$ cat config.mk
export PLATFORM = sky130hd
export DESIGN_NAME = id_ex_pipe_reg
export DESIGN_NICKNAME = d
export VERILOG_FILES = /design/src/rtl/id_ex_pipe_reg.sv
export SDC_FILE = /design/constraint.sdc
export NUM_CORES = 1
export LEC_CHECK = 0
export CAP_MARGIN = 20
export CORE_UTILIZATION = 45
export CTS_CLUSTER_DIAMETER = 150
export DETAILED_ROUTE_END_ITERATION = 8
export PLACE_DENSITY = 0.79
export SLEW_MARGIN = 20
export SYNTH_ARGS = -nofsm -noshare
export SYNTH_HDL_FRONTEND = slang
export SYNTH_SLANG_ARGS = --single-unit
$ cat constraint.sdc
create_clock -name Clk_in -period 4.6 [get_ports Clk_in]
set_clock_uncertainty 0.05 [all_clocks]
set_input_delay 0.46 -clock Clk_in [delete_from_list [all_inputs] [get_ports Clk_in]]
set_output_delay 0.46 -clock Clk_in [all_outputs]
set_load 0.005 [all_outputs]
$ cat src/rtl/id_ex_pipe_reg.sv
// id_ex_pipe_reg: ID->EX pipeline register with load-use stall and bubble insertion.
// Define ID_EX_BUBBLE_CNT_EN to add the saturating Bubble_cnt_out counter.
module id_ex_pipe_reg #(
    parameter int DATA_W      = 32,
    parameter int REG_W       = 5,
    parameter int CTRL_W      = 16,
    parameter int MEMREAD_BIT = 12
) (
    input  logic              Clk_in,
    input  logic              Rst_in,
    input  logic [CTRL_W-1:0] Ctrl_in,
    input  logic [DATA_W-1:0] PCAddResult_in,
    input  logic [DATA_W-1:0] ReadData1_in,
    input  logic [DATA_W-1:0] ReadData2_in,
    input  logic [DATA_W-1:0] SignExt_in,
    input  logic [REG_W-1:0]  rs_in,
    input  logic [REG_W-1:0]  rt_in,
    input  logic [REG_W-1:0]  rd_in,
    input  logic              Flush_in,
    output logic [CTRL_W-1:0] Ctrl_out,
    output logic [DATA_W-1:0] PCAddResult_out,
    output logic [DATA_W-1:0] ReadData1_out,
    output logic [DATA_W-1:0] ReadData2_out,
    output logic [DATA_W-1:0] SignExt_out,
    output logic [REG_W-1:0]  rs_out,
    output logic [REG_W-1:0]  rt_out,
    output logic [REG_W-1:0]  rd_out,
    output logic              Valid_out,
    output logic              Stall_out
`ifdef ID_EX_BUBBLE_CNT_EN
    ,
    output logic [15:0]       Bubble_cnt_out
`endif
);
    logic load_use;
    logic bubble;

    // $zero as a load target is never a hazard; only rt of the load is its destination
    assign load_use = Valid_out & Ctrl_out[MEMREAD_BIT] & (rt_out != '0) &
                      ((rt_out == rs_in) | (rt_out == rt_in));
    assign Stall_out = load_use & ~Flush_in;
    assign bubble    = Flush_in | load_use;

    always_ff @(posedge Clk_in) begin
        if (Rst_in) begin
            Ctrl_out        <= '0;
            PCAddResult_out <= '0;
            ReadData1_out   <= '0;
            ReadData2_out   <= '0;
            SignExt_out     <= '0;
            rs_out          <= '0;
            rt_out          <= '0;
            rd_out          <= '0;
            Valid_out       <= 1'b0;
        end else if (bubble) begin
            Ctrl_out  <= '0;
            Valid_out <= 1'b0;
        end else begin
            Ctrl_out        <= Ctrl_in;
            PCAddResult_out <= PCAddResult_in;
            ReadData1_out   <= ReadData1_in;
            ReadData2_out   <= ReadData2_in;
            SignExt_out     <= SignExt_in;
            rs_out          <= rs_in;
            rt_out          <= rt_in;
            rd_out          <= rd_in;
            Valid_out       <= 1'b1;
        end
    end

`ifdef ID_EX_BUBBLE_CNT_EN
    always_ff @(posedge Clk_in) begin
        if (Rst_in)
            Bubble_cnt_out <= '0;
        else if (bubble && Bubble_cnt_out != 16'hFFFF)
            Bubble_cnt_out <= Bubble_cnt_out + 16'd1;
    end
`endif
endmodule

======== Word level (Yosys, flattened, before mapping) ========
Index checks and enable logic that the tools add are counted.
operators by class
  bitwise logic cells ..................... 7
  eq/ne operators ......................... 2
  reductions and logical operators ........ 2
  mux-type cells .......................... 1
operator list
  cell                count
  == test 5 bit       2
  nonzero test 5 bit  1
  AND 1 bit           4
  OR 1 bit            2
  OR reduction 2 bit  1
  2-to-1 mux 1 bit    1
  NOT 1 bit           1
word-level totals
  output and inout port bits .............. 161
  register bits after elaboration ......... 160
  bits of input ports ..................... 162
  word-level logic and storage cells ...... 21

======== Logic depth before layout (Yosys ltp) ========
  word-level depth ........................ 5
  depth in mapped cells ................... 7
  mapped depth without buffers ............ 5

======== Least setup slack after synthesis ========
No wires, ideal clock.
  path type ............................... register to output
  start ................................... reg rt_out[4]
  end ..................................... out Stall_out
  cell stages (with the launch flop) ...... 6
  path buffers ............................ 2
  data arrival time ....................... 1.576 ns
  required time ........................... 4.090 ns
  setup slack ............................. 2.514 ns
  cells stage by stage .................... dfxtp_1 or4_1 o211ai_2 buf_4 buf_4 nor3_1
between the ends
  cells in the longest elaborated chain, start to end .. 4
RTL lines
  what                                                        line    RTL
  start: declaration                                          26      output logic [REG_W-1:0] rt_out,
  start signal: assignment                                    65      rt_out <= rt_in;
  == test 5 bit / nonzero test 5 bit (equally long branches)  40, 39
  OR 1 bit / AND 1 bit (equally long branches)                40, 39
  AND 1 bit (*)                                               39      assign load_use = Valid_out & Ctrl_out[MEMREAD_BIT] & (rt_out != '0) &
  AND 1 bit (*)                                               41      assign Stall_out = load_use & ~Flush_in;
  end: declaration                                            29      output logic Stall_out
Every way passes the cells marked *; elsewhere a longest branch is shown, timed or not.

======== Worst setup path in the final report ========
  start ................................... reg rt_out[0]
  end ..................................... out Stall_out
The elaborated chain is that of the path after synthesis.

==> impl_metrics.py <==
metrics = {
    "pwr": {
        "sw_frac_of_total_pct": 28.1,
        "p_seq_share_pct": 40.7,
        "clkPwrFrac_pct": 35.6,
        "power_density_nw_per_um2": 304,
        "comb_power_share_pct": 23.7,
        "leakage_nw": 5.10,
        "internal_power_w": 0.00287,
        "power.switching_w": 0.00112,
        "vdd_ir_drop_max_mv": 0.231,
    },
    "layout": {
        "n_fill_cell": 1763,
        "final_area_um2": 13200,
        "drive_gt1_share_pct": 3.31,
        "nNetsFinal": 1568,
        "instances_no_fill": 1691,
        "layout_commonest_cell": "clkdlybuf4s50_1",
        "area_growth_pct": 39.1,
        "most-common-layout-cells": "320 x clkdlybuf4s50_1, 286 x nand2_1, 160 x dfxtp_1",
    },
    "detailed_routing": {
        "post_drt_wl_per_cell_um": 16.0,
        "ant_nets": 0,
        "drtIter0Drc": 560,
        "drtPass1Iterations": 5,
        "vias_per_cell": 5.67,
        "via_count": 9585,
        "routed_wl_um": 27000,
        "drc": 0,
    },
    "timing": {
        "fin_hold_ws_ns": 0.544,
        "rsz0062_at_grt": "no",
        "finalSetupTns_ns": 0,
        "fin_crit_sh_pct": 60.9,
        "setup_viol": 0,
        "finalHoldViolCount": 0,
        "worstMarginPinSlew_ns": 0.959,
        "fmax_mhz": 357,
        "maxSlewHeadroom_pct": 36.1,
        "slew_viol_final": 0,
        "period_minus_slack_ns": 2.80,
    },
    "floorplan": {
        "io_pins": 323,
        "row_count": 52,
        "die_w_um": 147,
        "start_util_pct": 46.3,
        "core_area_um2": 20400,
        "dieHeight_um": 147,
        "dieArea_um2": 21600,
    },
    "global_routing": {
        "first_global_vias": 8539,
        "grt_pass1_wl_um": 42800,
        "antenna_found_initial": 2,
        "met1_usage_pct": 30.2,
        "grt-busiest-layer": "met2",
        "gr-usage-met3_pct": 6.12,
        "gr-usage-met2_pct": 38.4,
        "grt_max_degree": 204,
        "grt_use_total_pct": 24.0,
        "grt_overflow": 0,
    },
    "placed_design": {
        "dp.cells": 1657,
        "placedInstanceArea_um2": 12600,
        "hpwl_um": 17000,
        "gp_congestion": 0.835,
        "numPortBuffers": 322,
    },
    "logic_synthesis": {
        "async_reset_ff_share_pct": 0,
        "syn_nets": 1358,
        "syn_avg_cell_area_um2": 7.90,
        "synth.distinct_cells": 18,
        "synth_area_um2": 9450,
        "synth_edf_count": 0,
        "yosysWarningCount": 0,
        "synthCells": 1196,
        "ys_ff_latch": 160,
        "synthFlopType": "dfxtp_1",
        "seq_area_frac_synth_pct": 33.9,
    },
    "setup_path": {
        "r2r-start": "rt_out[0]$_SDFFE_PP0N_",
        "startpoint_type": "register",
        "arrival_ns": 2.29,
        "critical_path_class": "register to output port",
        "ff2ff_path_depth": 5,
        "worstPathMaxFanout": 6,
        "r2r_setup_slack_ns": 1.92,
        "critPathCaptureType": "output port",
        "r2r-end": "Ctrl_out[0]$_SDFF_PP0_",
        "crit_start": "rt_out[0]$_SDFFE_PP0N_",
        "crit_required_ns": 4.09,
        "worstSetupEndpoint": "Stall_out",
    },
    "flow_run": {
        "cap_violations": 0,
    },
    "clock_tree": {
        "cts.sinks": 160,
        "cts.path.max_buffers": 2,
        "htree_levels": 4,
        "cts_root_buf": "clkbuf_16",
        "hold_buffers": 0,
        "cts_setup_buffers": 0,
        "cts-resized-gates": 0,
        "cts_tree": "yes",
        "cts_buffers": 17,
        "clock_latency_ns": 0.41,
        "clk_pin_slew_ns": 0.07,
    },
    "hold_path": {
        "hold_class": "input port to register",
    },
    "outcome": {
        "status": "completed",
    },
}
## flip-flops by register name (all words and copies together) (netlist names)
| signal | count |
|---|---|
| rs_out | 5 |
| PCAddResult_out | 32 |
| ReadData1_out | 32 |
| SignExt_out | 32 |
| rt_out | 5 |
| rd_out | 5 |
| Ctrl_out | 16 |
| Valid_out | 1 |
| ReadData2_out | 32 |
## power by group through the flow
stage               combinational (W)  clock, W  sequential [W]
finish                       0.000948   0.00142         0.00162
global route                  0.00103   0.00152         0.00164
CTS                          0.000954   0.00145         0.00162
detailed placement           0.000947         0         0.00165
global placement             0.000932         0         0.00165
floorplan                    0.000444         0         0.00166
## through the flow
step                      util (%)  setup WS, ns  power [W]
after global placement        61.5          1.64    0.00258
after global routing          64.4          1.75    0.00419
final                         64.4          1.80    0.00399
after detailed placement      61.5          1.58    0.00260
after floorplan                  -          2.51    0.00210
after CTS                     64.3          1.79    0.00403
## per-layer routing
metal | routed length [µm] | vias to the layer above
li1 | - | 4768
met1 | 11700 | 4515
met2 | 12600 | 258
met3 | 1860 | 44
met4 | 831 | 0
met5 | 0 | -
## cell type report
| type | count | area (µm²) | share of cell area [%] |
|---|---|---|---|
| multi-input cells | 894 | 5630 | 42.8 |
| repair buffers | 333 | 3390 | 25.8 |
| flip-flops and latches | 160 | 3200 | 24.4 |
| clock inverters | 14 | 146 | 1.11 |
| clock buffers | 18 | 439 | 3.34 |
| well taps | 270 | 338 | 2.57 |
| diodes | 2 | 5.00 | 0.0381 |
## cell families (layout without fill, tap and decap cells)
group                     after synthesis  count (layout)  share of synthesized area, %
xor gates and xnor gates               10              10                         0.927
AOI/OAI and AO/OA                     289             289                          21.2
buffers and inverters                 142             365                          6.63
and+or+nand+nor                       595             595                          37.4
DFF                                   160             160                          33.9
other                                   0               2                             0
## cells in the mapped netlist (3+ instances only)
cell / n / share of area [%]
nor3_1: 3 / 0.16
nor4b_1: 143 / 13
nor3b_1: 143 / 11
buf_1: 4 / 0.16
xor2_1: 10 / 0.93
nand2_1: 286 / 11
and2_1: 16 / 1.1
clkbuf_1: 97 / 3.9
buf_2: 24 / 1.3
dfxtp_1: 160 / 34
o21ai_0: 143 / 7.6
nor2_1: 3 / 0.12
buf_4: 17 / 1.4
a211o_1: 143 / 13
## worst min path at each step
stage,start,to,slack [ns],depth (start not counted)
2_1_floorplan,Ctrl_in[0],Ctrl_out[0]$_SDFF_PP0_,0.53,1
3_3_place_gp,PCAddResult_out[31]$_SDFFE_PP0N_,PCAddResult_out[31]$_SDFFE_PP0N_,0.56,3
3_5_place_dp,PCAddResult_out[11]$_SDFFE_PP0N_,PCAddResult_out[11]$_SDFFE_PP0N_,0.58,3
4_1_cts,Ctrl_in[3],Ctrl_out[3]$_SDFF_PP0_,0.52,2
5_1_grt,Ctrl_in[6],Ctrl_out[6]$_SDFF_PP0_,0.53,2
6_report,Ctrl_in[3],Ctrl_out[3]$_SDFF_PP0_,0.54,2
## worst max-delay path, stage by stage (launching register included)
cell             delay [ns]
dfxtp_1                0.39
or4_1                  0.62
o211ai_4               0.29
nor3_1                 0.07
clkdlybuf4s50_1        0.50
Note: power is estimated with default switching activity, not from simulation.
